File: config.mk
export PLATFORM = sky130hd
export DESIGN_NAME = prog_sequencer
export DESIGN_NICKNAME = d
export VERILOG_FILES = /design/src/rtl/prog_seq_pkg.sv /design/src/rtl/prog_seq_nextpc.sv /design/src/rtl/prog_sequencer.sv
export SDC_FILE = /design/constraint.sdc
export NUM_CORES = 1
export LEC_CHECK = 0
export CAP_MARGIN = 20
export CORE_MARGIN = 2
export CORE_UTILIZATION = 49
export CTS_CLUSTER_DIAMETER = 200
export CTS_CLUSTER_SIZE = 20
export DETAILED_ROUTE_END_ITERATION = 10
export PLACE_DENSITY = 0.85
export SLEW_MARGIN = 20
export SYNTH_ARGS = -nofsm -noshare
export SYNTH_HDL_FRONTEND = slang
export SYNTH_SLANG_ARGS = --single-unit
File: constraint.sdc
create_clock -name Clk -period 3.8 [get_ports Clk]
set_clock_uncertainty 0.1 [all_clocks]
set_input_delay 0.38 -clock Clk [delete_from_list [all_inputs] [get_ports Clk]]
set_output_delay 0.38 -clock Clk [all_outputs]
set_load 0.02 [all_outputs]
File: src/rtl/prog_seq_pkg.sv
// Shared types and constants for the program sequencer: FSM states, branch
// condition codes and the per-program entry addresses.
package prog_seq_pkg;

  typedef enum logic [1:0] {IDLE, LOAD, RUN, DONE} state_e;
  typedef enum logic [1:0] {COND_ALWAYS, COND_FLAG, COND_NFLAG, COND_NEVER} cond_e;

  localparam int NUM_PROGS = 3;
  localparam logic [9:0] START_ADDR [0:NUM_PROGS-1] = '{10'd0, 10'd256, 10'd512};

  // Constant-index lookup; out-of-range program numbers map to address 0.
  function automatic logic [9:0] start_addr(input int idx);
    logic [9:0] a;
    a = '0;
    for (int i = 0; i < NUM_PROGS; i++)
      if (idx == i) a = START_ADDR[i];
    return a;
  endfunction

endpackage

File: src/rtl/prog_seq_nextpc.sv
// Combinational next-PC select for the RUN state: halt holds, a taken branch
// loads the absolute target, otherwise the PC increments modulo 2^L.
module prog_seq_nextpc
  import prog_seq_pkg::*;
#(
  parameter int L = 10
) (
  input  logic [L-1:0] pc,
  input  logic         halt,
  input  logic         branch_en,
  input  cond_e        cond,
  input  logic         flag,
  input  logic [L-1:0] target,
  output logic [L-1:0] next_pc
);

  logic take;

  always_comb begin
    take = 1'b0;
    case (cond)
      COND_ALWAYS: take = 1'b1;
      COND_FLAG:   take = flag;
      COND_NFLAG:  take = ~flag;
      default:     take = 1'b0;
    endcase
  end

  always_comb begin
    next_pc = pc + L'(1);
    if (halt)                   next_pc = pc;
    else if (branch_en && take) next_pc = target;
  end

endmodule

File: src/rtl/prog_sequencer.sv
// Program-counter sequencer: Start-edge launch, one-cycle entry load, stepping
// with conditional branches, halt to DONE. Optional CycleCount via CYCLE_COUNT_EN.
module prog_sequencer
  import prog_seq_pkg::*;
#(
  parameter int L      = 10,
  parameter int P_BITS = 2
) (
  input  logic              Clk,
  input  logic              Reset,
  input  logic              Start,
  input  logic [P_BITS-1:0] ProgSel,
  input  logic              BranchEn,
  input  logic [1:0]        BranchCond,
  input  logic              ALU_flag,
  input  logic [L-1:0]      Target,
  input  logic              HaltReq,
  output logic [L-1:0]      ProgCtr,
  output logic              Running,
  output logic              Done
`ifdef CYCLE_COUNT_EN
  ,
  output logic [15:0]       CycleCount
`endif
);

  state_e            state;
  logic              start_q;
  logic [P_BITS-1:0] sel_q;
  logic              start_rise;
  logic              launch;
  logic [L-1:0]      pc_next;

  assign start_rise = Start & ~start_q;
  assign launch     = start_rise && (int'(ProgSel) < NUM_PROGS);

  prog_seq_nextpc #(.L(L)) u_nextpc (
    .pc        (ProgCtr),
    .halt      (HaltReq),
    .branch_en (BranchEn),
    .cond      (cond_e'(BranchCond)),
    .flag      (ALU_flag),
    .target    (Target),
    .next_pc   (pc_next)
  );

  // Running/Done decode the state of the previous cycle, so they trail the
  // state register by one edge and can never be high together.
  always_ff @(posedge Clk or posedge Reset) begin
    if (Reset) begin
      state   <= IDLE;
      start_q <= 1'b0;
      sel_q   <= '0;
      ProgCtr <= '0;
      Running <= 1'b0;
      Done    <= 1'b0;
    end else begin
      start_q <= Start;
      Running <= (state == RUN);
      Done    <= (state == DONE);
      case (state)
        IDLE, DONE: if (launch) begin
          sel_q <= ProgSel;
          state <= LOAD;
        end
        LOAD: begin
          ProgCtr <= L'(start_addr(int'(sel_q)));
          state   <= RUN;
        end
        RUN: begin
          ProgCtr <= pc_next;
          if (HaltReq) state <= DONE;
        end
        default: state <= IDLE;
      endcase
    end
  end

`ifdef CYCLE_COUNT_EN
  always_ff @(posedge Clk or posedge Reset) begin
    if (Reset)
      CycleCount <= '0;
    else if (state == LOAD)
      CycleCount <= '0;
    else if (state == RUN && CycleCount != 16'hFFFF)
      CycleCount <= CycleCount + 16'd1;
  end
`endif

endmodule

==> metrics.yaml <==
finish:
  design_area_um2: 1370
  stdcell_count: 161
  diodes: 0
  drive_above_1_share_pct: 8.21
  fillers: 150
  finish.utilization_pct: 70.5
  nNetsFinal: 160
  syn_to_final_growth_pct: 36.4
setup_path:
  rr_startpoint: "state[0]"
  worst_setup_path_end_kind: "flop"
  cp.arrival_ns: 2.37
  crit_start: "state[0]"
  critPathKind: "flop to flop"
  critical_path.slowest_cell: "nor2b_1"
  max_stage_delay_ns: 0.63
  cp_max_fo: 12
  worstPathRequired_ns: 3.93
  reg2reg_depth: 6
  start_kind: "flop"
  crit_chain: "inv_1 -> ha_1 -> nor2b_1 -> o21ai_0 -> o21bai_1 -> o2bb2ai_1"
route:
  drc: 0
  num_vias: 941
  antenna_left: 0
  dr.pass1.iters: 4
  vias_per_cell: 5.84
  drt_iter0_drc: 20
  wl_per_cell_um: 14.9
  wirelength_um: 2390
power:
  powerDensity_nw_per_um2: 562
  peakVddDrop_v: 0.000365
  power_leakage_nw: 0.523
die:
  start_util_pct: 51.7
  die_h_um: 49.3
  die_area_um2: 2430
  rows: 16
  die_w_um: 49.3
  core_area_um2: 1940
  io_pins: 32
timing:
  setup_ws_ns: 1.56
  grt_setup_unrepaired: "false"
  relSlewSlack_pct: 50.9
  setup-violations-final: 0
  period_share_pct: 58.9
  fmax_mhz: 447
  min_period_ns: 2.24
  hold_violations: 0
  drv_slew: 0
  worst_pin_slew_ns: 0.735
  tns_ns: 0
synth:
  synthArstFlopShare_pct: 100
  ys_types: 38
  synth_common_cells: "17 x dfrtp_1, 8 x a21oi_1, 7 x inv_1, 7 x nand2_1, 7 x o21ai_0"
  syn_area_um2: 1000
  synthCells: 100
  synth.top_cell.area_share_pct: 42.4
  yosys_most_used_dff: "dfrtp_1"
  ys_top_cells_by_area: "dfrtp_1 42%, ha_1 6.2%, a21oi_1 4.0%"
  yosysMostFrequentCell: "dfrtp_1"
  ys_seq_area_share_pct: 42.4
  synth_edf_count: 0
  syn_area_per_cell_um2: 10.0
  synth_area_leader_cell: "dfrtp_1"
  ys_ff_latch: 17
  synth_nets: 125
  yosysWarningCount: 0
run:
  cap_viol_max_count: 0
cts:
  cts-root-buf: "clkbuf_4"
  clk_pin_slew_ns: 0.10
  cts_buffer_depth: 2
  cts_post_setup_buffers_inserted: 0
  cts.sinks: 17
  cts_tree: "yes"
  ctsHoldBuffers: 0
  cts-buffers-inserted: 3
  clk_latency_ns: 0.30
  post_cts_resized: 0
  htreeDepth: 1
global_routing:
  track_usage_pct: 21.4
  grt_overflow_total: 0
  grt_max_degree: 18
  antenna_found_initial: 0
  grt_pass1_vias: 894
  grt_pass1_wl_um: 3910
placed_design:
  dpl_cell_area_um2: 1340
  preCtsSetupSlack_ns: 1.58
  hpwl_um: 1820
  gp_congestion: 0.901
  io_buffers: 31
  placed_cells: 157
run_status:
  status: "complete, no violations"
worst_hold_path:
  hold_class: "input port to async pin"
## report_power, final
group / switching (mW) / internal, mW
clock network: 0.0594 / 0.0410
registers: 0.0650 / 0.242
logic: 0.183 / 0.179
## state kept, by name, indices dropped and copies added, names as in the netlist
name	cells
Done	1
ProgCtr	10
Running	1
sel_q	2
start_q	1
state	2
## worst max-delay path: cells and delay by family (launching register included)
kind / cells / cell delay, ns
DFF: 1 / 0.42
AOI/OAI and AO/OA: 3 / 0.67
buffers and inverters: 1 / 0.09
and+or+nand+nor: 1 / 0.63
adders and majority gates: 1 / 0.25
## cells in the final DEF (no fill, tap or decap), types with 2 or more instances in the layout
master,count
a211oi_1,2
a21oi_1,8
a31oi_1,3
clkbuf_4,3
clkdlybuf4s50_1,31
dfrtp_1,17
ha_1,5
inv_1,7
mux2_2,2
mux2i_1,2
nand2_1,7
nand3_1,3
nand4_1,2
nor2_1,2
nor3_1,4
nor4bb_1,2
o211ai_1,2
o21ai_0,7
o22ai_1,3
xnor2_1,2
## final cells by class
class / instances / area, µm² / share of cell area (%)
Clock buffer: 4 / 26.3 / 1.92
Inverter: 8 / 30.0 / 2.19
Multi-Input combinational cell: 74 / 543 / 39.7
Sequential cell: 17 / 425 / 31.1
Tap cell: 27 / 33.8 / 2.47
Timing Repair Buffer: 31 / 310 / 22.7
## logic make-up (layout without fill, tap and decap cells)
kind of cell	count (synthesis)	in the layout	synth area share, %
compound gates	34	34	23.7
xor+xnor	2	2	1.75
fa+ha+maj	5	5	6.23
buf+inv	9	43	3.49
flops	17	17	42.4
mux	6	6	7.11
simple gates	27	27	15.3
## through the flow
stage               hold WS (ns)  power, mW
floorplan                  0.206      0.517
detailed placement         0.428      0.672
global route               0.442      0.816
finish                     0.365      0.769
global placement           0.426      0.661
CTS                        0.394      0.772
## per-layer routing
layer  vias to the layer above  global-route usage (%)  part of all wire, %
met5                         -                       0                    0
met3                         9                    3.07                  7.4
met2                        49                    38.5                   52
met1                       438                    24.0                   38
li1                        445                       -                    -
met4                         0                    11.9                  2.7
## worst paths after layout
path	to	slack [ns]
setup / recovery	ProgCtr[7]	1.56
hold / removal	ProgCtr[1]	0.37
setup reg to reg	ProgCtr[7]	1.56
hold reg to reg	sel_q[0]	0.45
max in group asynchronous	Done	2.82
min in group Clk	sel_q[0]	0.45
Note: power is estimated with default switching activity, not from simulation.
==> edit: new RTL, same settings <==
The output `Running` loses its register stage (`Running` becomes a continuous assignment). Comments in the files are not updated.
--- a/src/rtl/prog_sequencer.sv
+++ b/src/rtl/prog_sequencer.sv
@@ -52,11 +52,9 @@
       start_q <= 1'b0;
       sel_q   <= '0;
       ProgCtr <= '0;
-      Running <= 1'b0;
       Done    <= 1'b0;
     end else begin
       start_q <= Start;
-      Running <= (state == RUN);
       Done    <= (state == DONE);
       case (state)
         IDLE, DONE: if (launch) begin
@@ -76,6 +74,8 @@
     end
   end
 
+  assign Running = (state == RUN);
+
 `ifdef CYCLE_COUNT_EN
   always_ff @(posedge Clk or posedge Reset) begin
     if (Reset)
Check against the original RTL: not equivalent (a bounded check fails within 4 cycles, from zero or initial values and one cycle with Reset high).
==> edit against the unedited design <==
Area after synthesis grew 0.37%; worst hold slack got worse by 0.0075 ns; design area shrank 1.1%; total power decreased by 1.3%; synthesized cell count increased by 2.0%; routed wire length shrank 2.0%; sequential share of layout area decreased by 1.5 points; sequential cell count shrank 1; highest routed layer is now met3; largest cell class unchanged; worst setup slack improved by 0.038 ns; non-clock buffer count unchanged.
==> edit: results (changes against the unedited design) <==
| Metric | Value |
|---|---|
| Clk_lat worst skew | 0.28 ns (-0.02 ns) |
| Worst path top cell family by delay | buffers and inverters |
| P_leak | 0.000561 uW (+7.1%) |
| Met2 wire len | 1300 um (+5.0%) |
| Switching pwr | 296 uW (-3.7%) |
| Final wirelength | 2350 um (-2.0%) |
| Filler cells | 149 (-0.67%) |
| Metal3 WL | 109 um (-38%) |
| Critical setup path kind | register to output pin |
| Worst VDD drop | 0.337 mV (-7.5%) |
| Hold Slack | 0.358 ns (-0.00750 ns) |
| Fmax | 454 MHz (+1.7%) |
| Clk pwr share | 14.9% (+1.9 points) |
| Clk pwr | 113 uW (+13%) |
| Share of layout cells above drive strength 1 | 10.5% (+2.3 points) |
| Asr flop ratio synth | 100% (unchanged) |
| M2 GR Usage | 37.2% (-1.4 points) |
| GPL Wtd Cong | 0.849 (-5.7%) |
| Initial antenna violation count | 0 (unchanged) |
| Gr usage total | 19.9% (-1.5 points) |
| Run status | completed |
| Post-CTS setup buffer count | 0 (unchanged) |
| Total number of vias | 889 (-5.5%) |
| Clock Path Buffers | 2 (unchanged) |
| GR Util met3 | 3.37% (+0.31 points) |
| Grt total ovfl | 0 (unchanged) |
| Vias in the first global route | 837 (-6.4%) |
| Count of different cell masters after synthesis | 37 (-2.6%) |
| HPWL after DPL | 1840 um (+1.1%) |
| FF-to-FF setup slack | 1.72 ns (+0.16 ns) |
| YS warnings | 0 (unchanged) |
| First-pass GRT wire length | 3820 um (-2.1%) |
| Syn Nets | 127 (+1.6%) |
| DRT met1 WL | 940 um (+2.6%) |
| M1 GR Usage | 23.6% (-0.34 points) |
| Pre-CTS WS | 1.61 ns (+0.0322 ns) |
| Dpl cell area | 1320 sq um (-1.9%) |
| Top routing layer in use | met3 |
| Most frequent cells after synthesis | dfrtp_1 (16), inv_1 (11), a21oi_1 (8) |
| Worst-path fanout max | 6 (-6) |
| Sequential fraction of the synthesis area | 39.8% (-2.6 points) |
| Worst Max-Slew Pin Slew | 0.618 ns (-0.116 ns) |
| Mean Syn Cell Area | 9.87 sq um (-1.6%) |
| Sequential power | 286 uW (-6.8%) |
| IO buf count | 31 (unchanged) |
| CP peak stage delay | 0.64 ns |
| Cells taking the most area after synthesis | dfrtp_1 (40%), mux2i_1 (7.0%), ha_1 (6.2%) |
| Reg-to-reg endpoint | ProgCtr[8]$_DFFE_PP0P_ |
| Final instance count without filler cells | 160 (-0.62%) |
| Worst setup endpoint | Running |
| Clock-pin transition on the worst setup and hold timing paths | 0.10 ns (about the same) |
| Syn-to-layout area delta | 34.4% |
| Initial DRC count | 11 (-45%) |
| Largest net degree at the start of global routing | 17 (-1) |
| Slowest CP cell | clkdlybuf4s50_1 |
## edit: changes by cell type in the layout (fill, tap and decap cells not counted), sizes merged, moves of 3 or more
cell / unedited run / this run
inv: 8 / 11
o22ai: 3 / 6
o21ai: 7 / 4
mux2i: 3 / 8
## edit: cell families (layout without fill, tap and decap cells)
logic type / after synthesis / count (layout) / synth area share [%]
compound gates: 26 / 26 / 16.8
xor+xnor: 1 / 1 / 0.870
mux: 10 / 10 / 11.4
buf+inv: 15 / 46 / 7.45
simple gates: 29 / 29 / 17.5
flops: 16 / 16 / 39.8
fa+ha+maj: 5 / 5 / 6.21
## edit: final cells by class
| type | count | area share (%) |
|---|---|---|
| Inverter | 11 | 3.05 |
| Timing Repair Buffer | 31 | 22.9 |
| Tap cell | 27 | 2.50 |
| Multi-Input combinational cell | 71 | 39.3 |
| Clock buffer | 4 | 2.68 |
| Sequential cell | 16 | 29.6 |
